[src/rtl/ultrasonic_range_ctrl.sv]
// rtl/ultrasonic_range_ctrl.sv - HC-SR04 style trigger/echo sequencer with centimetre conversion
//
// Purpose: issues the sensor trigger pulse, times the echo pulse, converts it to
// centimetres (58 us per cm) and publishes the result at a fixed repetition period
// while run is high.
// Optional feature macro: ULTRA_AVG4_EN (4-entry moving average of in-range results).
//
// Ports:
//   clk        in   system clock, rising edge
//   rst        in   synchronous active-high reset
//   run        in   enable back-to-back measurement cycles
//   echo       in   sensor echo, asynchronous to clk
//   trig       out  sensor trigger
//   dist_cm    out  last accepted distance in cm
//   dist_valid out  one-cycle pulse when dist_cm updates
//   timeout    out  sticky: last cycle saw no echo
//   over_range out  sticky: last echo reached MAX_CM
//   busy       out  high whenever the sequencer is not idle
module ultrasonic_range_ctrl #(
   parameter int CLK_HZ     = 50000000,
   parameter int TRIG_US    = 10,
   parameter int TIMEOUT_US = 30000,
   parameter int PERIOD_MS  = 60,
   parameter int MAX_CM     = 400
) (
   input  logic        clk,
   input  logic        rst,
   input  logic        run,
   input  logic        echo,
   output logic        trig,
   output logic [15:0] dist_cm,
   output logic        dist_valid,
   output logic        timeout,
   output logic        over_range,
   output logic        busy
);
   localparam int CYC_PER_US = CLK_HZ / 1000000;
   localparam int TRIG_CYC   = TRIG_US * CYC_PER_US;
   localparam int PERIOD_US  = PERIOD_MS * 1000;
   localparam int US_MAX     = (TIMEOUT_US > PERIOD_US) ? TIMEOUT_US : PERIOD_US;
   localparam int US_W       = $clog2(US_MAX + 1);
   localparam int PRE_W      = $clog2(CYC_PER_US + 1);
   localparam int TRIG_W     = $clog2(TRIG_CYC + 1);
   localparam int CM_W       = $clog2(MAX_CM + 1);

   localparam logic [PRE_W-1:0]  PRE_LAST    = PRE_W'(CYC_PER_US - 1);
   localparam logic [TRIG_W-1:0] TRIG_LAST   = TRIG_W'(TRIG_CYC - 1);
   localparam logic [US_W-1:0]   TO_LAST     = US_W'(TIMEOUT_US - 1);
   localparam logic [US_W-1:0]   PERIOD_V    = US_W'(PERIOD_US);
   localparam logic [US_W-1:0]   PERIOD_LAST = US_W'(PERIOD_US - 1);
   localparam logic [CM_W-1:0]   MAX_CM_V    = CM_W'(MAX_CM);
   localparam logic [5:0]        SUB_LAST    = 6'd57;

   localparam logic [2:0] ST_IDLE      = 3'd0;
   localparam logic [2:0] ST_TRIG      = 3'd1;
   localparam logic [2:0] ST_WAIT_RISE = 3'd2;
   localparam logic [2:0] ST_MEASURE   = 3'd3;
   localparam logic [2:0] ST_HOLDOFF   = 3'd4;

   logic [2:0]        state, state_nx;
   logic              echo_m, echo_s, echo_d;
   logic [PRE_W-1:0]  pre_cnt, per_pre;
   logic [US_W-1:0]   us_cnt, per_cnt;
   logic [TRIG_W-1:0] trig_cnt;
   logic [5:0]        sub;
   logic [CM_W-1:0]   cm, cm_next;
   logic              us_tick, per_tick, rise, fall, sub_wrap, sat, period_done;
   logic              entering, to_expire;

   assign us_tick   = (pre_cnt == PRE_LAST);
   assign per_tick  = (per_pre == PRE_LAST);
   assign rise      = echo_s & ~echo_d;
   assign fall      = ~echo_s & echo_d;
   assign sub_wrap  = us_tick && (sub == SUB_LAST);
   // The fall cycle's own tick is counted so a pulse of N us yields floor(N/58).
   assign cm_next   = sub_wrap ? cm + 1'b1 : cm;
   assign sat       = (cm_next == MAX_CM_V);
   assign to_expire = us_tick && (us_cnt == TO_LAST);
   // Looks one tick ahead so the next trigger rises exactly PERIOD_US after the last one.
   assign period_done = (per_cnt >= PERIOD_V) || (per_tick && per_cnt == PERIOD_LAST);
   assign busy      = (state != ST_IDLE);
   assign entering  = (state_nx != state);

`ifdef ULTRA_AVG4_EN
   logic [2:0][CM_W-1:0] hist;
   logic [17:0]          avg_sum;
   assign avg_sum = 18'(cm_next) + 18'(hist[0]) + 18'(hist[1]) + 18'(hist[2]);
`endif

   always_comb begin
      state_nx = state;
      case (state)
         ST_IDLE:      if (run) state_nx = ST_TRIG;
         ST_TRIG:      if (trig_cnt == TRIG_LAST) state_nx = ST_WAIT_RISE;
         // A rise on the expiry cycle wins over the timeout.
         ST_WAIT_RISE: if (rise) state_nx = ST_MEASURE;
                       else if (to_expire) state_nx = ST_HOLDOFF;
         ST_MEASURE:   if (sat || fall) state_nx = ST_HOLDOFF;
         ST_HOLDOFF:   if (period_done && !echo_s) state_nx = run ? ST_TRIG : ST_IDLE;
         default:      state_nx = ST_IDLE;
      endcase
   end

   always_ff @(posedge clk) begin
      if (rst) begin
         state      <= ST_IDLE;
         echo_m     <= 1'b0;
         echo_s     <= 1'b0;
         echo_d     <= 1'b0;
         pre_cnt    <= '0;
         per_pre    <= '0;
         us_cnt     <= '0;
         per_cnt    <= '0;
         trig_cnt   <= '0;
         sub        <= '0;
         cm         <= '0;
         trig       <= 1'b0;
         dist_cm    <= '0;
         dist_valid <= 1'b0;
         timeout    <= 1'b0;
         over_range <= 1'b0;
`ifdef ULTRA_AVG4_EN
         hist       <= '0;
`endif
      end else begin
         state      <= state_nx;
         echo_m     <= echo;
         echo_s     <= echo_m;
         echo_d     <= echo_s;
         dist_valid <= 1'b0;
         trig       <= (state_nx == ST_TRIG);

         pre_cnt <= (entering || us_tick) ? '0 : pre_cnt + 1'b1;

         // Period timebase runs from trigger rise, untouched by echo activity.
         if (entering && state_nx == ST_TRIG) begin
            per_pre <= '0;
            per_cnt <= '0;
         end else begin
            per_pre <= per_tick ? '0 : per_pre + 1'b1;
            if (per_tick && per_cnt != PERIOD_V)
               per_cnt <= per_cnt + 1'b1;
         end

         if (entering)
            trig_cnt <= '0;
         else if (state == ST_TRIG)
            trig_cnt <= trig_cnt + 1'b1;

         if (entering)
            us_cnt <= '0;
         else if (state == ST_WAIT_RISE && us_tick)
            us_cnt <= us_cnt + 1'b1;

         if (entering && state_nx == ST_MEASURE) begin
            cm  <= '0;
            sub <= '0;
         end else if (state == ST_MEASURE && us_tick) begin
            sub <= sub_wrap ? 6'd0 : sub + 6'd1;
            cm  <= cm_next;
         end

         if (state == ST_WAIT_RISE && !rise && to_expire)
            timeout <= 1'b1;

         if (state == ST_MEASURE) begin
            if (sat) begin
               dist_cm    <= 16'(MAX_CM_V);
               over_range <= 1'b1;
               timeout    <= 1'b0;
               dist_valid <= 1'b1;
            end else if (fall) begin
`ifdef ULTRA_AVG4_EN
               dist_cm    <= 16'(avg_sum >> 2);
               hist       <= {hist[1:0], cm_next};
`else
               dist_cm    <= 16'(cm_next);
`endif
               over_range <= 1'b0;
               timeout    <= 1'b0;
               dist_valid <= 1'b1;
            end
         end
      end
   end
endmodule

[config.mk]
export PLATFORM = sky130hd
export DESIGN_NAME = ultrasonic_range_ctrl
export DESIGN_NICKNAME = d
export VERILOG_FILES = /design/src/rtl/ultrasonic_range_ctrl.sv
export SDC_FILE = /design/constraint.sdc
export NUM_CORES = 1
export LEC_CHECK = 0
export ABC_AREA = 1
export CORE_UTILIZATION = 45
export DETAILED_ROUTE_END_ITERATION = 7
export PLACE_DENSITY_LB_ADDON = 0.08
export SLEW_MARGIN = 0
export SYNTH_ARGS = -nofsm -noshare
export SYNTH_HDL_FRONTEND = slang
export SYNTH_SLANG_ARGS = --single-unit
export TNS_END_PERCENT = 30
[constraint.sdc]
create_clock -name clk -period 5.1 [get_ports clk]
set_input_delay 0.765 -clock clk [delete_from_list [all_inputs] [get_ports clk]]
set_output_delay 0.765 -clock clk [all_outputs]
set_load 0.005 [all_outputs]
==> results list <==
* First-pass GRT wire length: 14.8 mm
- CTS clk-pin slew, worst paths: 0.09 ns
* Startpoint class of the critical path: register
- Proportion of synthesized chip area in sequential cells: 38.1%
- Horizontal die dimension: 103 um
* Ports placed on the boundary: 25
- The floorplan step defined a die boundary enclosing 10600 um2.
* Initial cell density of the core: 46.6%
- Post-detailed-placement half-perimeter wirelength: 6.18 mm
* Minimum period implied by the final worst setup slack: 2.90 ns
* Static power due to leakage: 1.76 nW
- Setup TNS after final layout: 0 ns
- Relative to the synthesized area, the layout overhead comes to 9.00%.
* Max Fanout on Critical Path: 24
- Sequential Power Share: 55.5%
* CTS Buf Count: 9
- At the later pin of the worst-skew pair, clock insertion delay measures 0.36 ns.
- Syn Inst Count: 587
- Counting both buffers and inverters, the worst setup path holds a total of 0.
- Summed over all nets, the switching power comes to 0.302 mW.
* Antenna violations before repair: 0
- The worst setup path is captured at a register.
- Floorplan die height: 103 um
* 1st-iter DRT viols: 126
- Setup Slack @ Placement: 2.15 ns
- Tightest Pin Transition: 0.629 ns
- The post-route netlist has 13.5% of its cells at a drive strength greater than 1.
* Internal power consumption: 0.942 mW
- The layout has 990 filler cells.
- IR analysis of the VDD net gives a maximum drop of 0.121 mV.
- After detailed placement, the total cell area comes to 4780 um2.
* TritonCTS clock tree: done
- Part of the power in the clock network: 39.8%
* Final hold viol count: 0
* Slowest stage delay, CP: 0.41 ns
* Slowest-stage cell, CP: dfxtp_1
- In the final design database the tool counted 616 nets.
- Worst EP required: 5.38 ns
- In this run the critical register-to-register path is launched from pre_cnt[0].
* Cell-by-cell listing of the critical path: ha_1 -> nand3_2 -> nor2_4 -> nand2_2 -> o21ai_2 -> nand2_1 -> nor2_2 -> nand3_4 -> nand2_2 -> nand2_4 -> nand3_2 -> nand2_1 -> nor2_2 -> nand2_4 -> a21oi_1
- The floorplan has 36 rows.
- Run status: finished clean
- Headroom to the max-slew limit: 58.0%
- The total overflow left after global routing is 0.
* Net switching fraction of the power: 24.2%
* PostCTS Resize Cnt: 0
- Number of failing setup endpoints in the final timing report: 0
- Number of nets with antenna violations after detailed routing: 0
- Synth Cell Area: 4570 um2
* Critical path data arrival time: 3.17 ns
* Distinct cells, synth: 39
* Total power per unit cell area: 250 nW/um2
- H-tree depth: 3
- On the final layout, the worst clock skew is 0.00855 ns.
- Root cell of the clock tree: clkbuf_8
- The worst setup path is of the register to register kind.
- Max-cap violations in this run came to 0.
- A synthesized cell averages 7.79 um2.
- Final worst setup slack: 2.20 ns
* Unrepaired setup endpoints after global routing: false
* Min Hold Slack: 0.410 ns
- Non-filler instance count after layout: 739
- In this run the most critical hold path is launched from echo_m.
- Maximum operating frequency: 0.345 GHz
- Remaining design rule violation count: 0
- Antenna diodes: 0
- The via count of the first global-routing pass came to 3195.
- Detailed Route WL: 8.40 mm
* Overall Power: 1.24 mW
- On the critical path the largest part of the delay comes from simple AND/OR/NAND/NOR gates.
* Final estimated routing congestion in global placement: 0.804
* Count of final max-slew check failures: 0
- Port Buffers: 17
- Entering global routing, the biggest net connects 25 pins.
* Post-layout util: 50.8%
- The share of total power dissipated in combinational logic is 4.7%.
- Overall Global Routing Usage: 18.0%
- Number of synthesized register bits: 87
- Area inside the core boundary: 9820 um2
- After detailed routing, the average wire length per cell comes to 11.4 um.
- Yosys printed 0 warnings.
- After routing the design area is 4980 um2.
* Critical path origin: pre_cnt[0]
- Detailed routing inserted a total of 3550 vias.
- Drt pass-1 iters: 4
- Via-per-instance ratio: 4.80
* Number of cells after detailed placement: 723
* Count of buffers added by post-CTS timing repair for setup: 0
* Number of sinks handled by clock tree synthesis: 87
- Buffers inserted to repair hold after CTS numbered 0.
- Final worst path period share: 56.8%
- The worst hold path belongs to the class register to register.
* Clock buffer depth: 2
-- registers in the layout (all words and copies together), names as in the netlist --
signal,count
sub,6
per_cnt,16
cm,9
echo_d,1
echo_m,1
echo_s,1
pre_cnt,6
state,3
trig_cnt,9
trig,1
dist_cm,9
timeout,1
us_cnt,16
dist_valid,1
per_pre,6
over_range,1
-- worst paths after layout --
| path | endpoint | slack (ns) | depth (start not counted) |
|---|---|---|---|
| worst max-delay path | us_cnt[10] | 2.20 | 15 |
| worst min register to register | echo_s | 0.41 | 2 |
| worst min-delay path | echo_s | 0.41 | 2 |
| worst max register to register | us_cnt[10] | 2.20 | 15 |
-- routing by layer --
layer / global-route usage, % / vias to the layer above / wire (um)
met4: 7.80 / 0 / 148
met2: 27.1 / 54 / 3570
met5: 0 / - / 0
li1: - / 1899 / -
met1: 25.3 / 1585 / 4400
met3: 2.92 / 12 / 286
-- worst reg2reg max path: cells and delay by family (launching register included) --
family / cells / cell delay [ns]
flip-flops: 1 / 0.41
adder cells (fa/ha/maj): 1 / 0.19
AO/OA/AOI/OAI: 2 / 0.42
AND/OR/NAND/NOR: 12 / 1.80
-- power groups by stage --
| stage | clock network, mW | logic (mW) | registers, mW |
|---|---|---|---|
| floorplan | 0 | 0.0564 | 0.705 |
| global placement | 0 | 0.0584 | 0.706 |
| detailed placement | 0 | 0.0594 | 0.706 |
| CTS | 0.518 | 0.0595 | 0.690 |
| global route | 0.546 | 0.0664 | 0.691 |
| finish | 0.496 | 0.0584 | 0.690 |
-- layout make-up --
cell class                      count  area (um2)  area share, %
Multi-Input combinational cell    405        2390           48.0
Timing Repair Buffer               18         178           3.57
Tap cell                          133         166           3.34
Clock inverter                      6        68.8           1.38
Inverter                           80         300           6.03
Sequential cell                    87        1740           34.9
Clock buffer                       10         138           2.76
-- synth_stat cells --
cell | number | area, um2
conb_1 | 1 | 3.75
nor4_1 | 5 | 31.3
nor3_2 | 1 | 10.0
buf_12 | 2 | 40.0
nand2_1 | 86 | 323
o21ai_0 | 15 | 75.1
clkbuf_1 | 7 | 26.3
nor3_1 | 19 | 95.1
o211a_1 | 1 | 10.0
and3_1 | 1 | 6.26
xor2_1 | 25 | 219
buf_6 | 3 | 33.8
nand3_4 | 1 | 17.5
a21oi_1 | 22 | 110
o2111ai_1 | 1 | 8.76
inv_1 | 72 | 270
a211oi_1 | 10 | 75.1
nor3_4 | 1 | 16.3
nor3b_1 | 3 | 22.5
nand2_4 | 2 | 22.5
buf_2 | 1 | 5.00
nand4_2 | 3 | 37.5
nand3_2 | 7 | 70.1
buf_1 | 1 | 3.75
dfxtp_1 | 87 | 1740
buf_4 | 7 | 52.6
ha_1 | 11 | 138
nand3_1 | 42 | 210
nor2_2 | 3 | 18.8
inv_2 | 8 | 30.0
nand4_1 | 15 | 93.8
a21oi_4 | 1 | 16.3
nor2_1 | 75 | 282
nor2_4 | 26 | 293
or2_2 | 3 | 18.8
o21ai_2 | 1 | 8.76
nand2_2 | 8 | 50.1
a21boi_0 | 1 | 7.51
xnor2_1 | 9 | 78.8
-- cells in the final DEF, fill, tap and decap left out, types with 2 or more instances in the layout --
| cell type | count |
|---|---|
| dfxtp_1 | 87 |
| nand2_1 | 86 |
| nor2_1 | 75 |
| inv_1 | 72 |
| nand3_1 | 42 |
| nor2_4 | 26 |
| xor2_1 | 25 |
| a21oi_1 | 22 |
| nor3_1 | 19 |
| clkdlybuf4s50_1 | 17 |
| nand4_1 | 15 |
| o21ai_0 | 15 |
| ha_1 | 11 |
| a211oi_1 | 10 |
| clkbuf_8 | 10 |
| xnor2_1 | 9 |
| inv_2 | 8 |
| nand2_2 | 8 |
| nand3_2 | 7 |
| conb_1 | 7 |
| nor4_1 | 5 |
| or2_2 | 3 |
| nor3b_1 | 3 |
| nand4_2 | 3 |
| nor2_2 | 3 |
| nand2_4 | 2 |
| clkinv_4 | 2 |
-- logic make-up after synthesis --
family          after synthesis  synth area share, %
other cells                   1               0.0820
fa+ha+maj                    11                 3.01
simple gates                301                 35.4
compound gates               52                 6.81
xor+xnor                     34                 6.51
buf+inv                     101                 10.1
flops                        87                 38.1
Power figures use the tool's default switching activity.
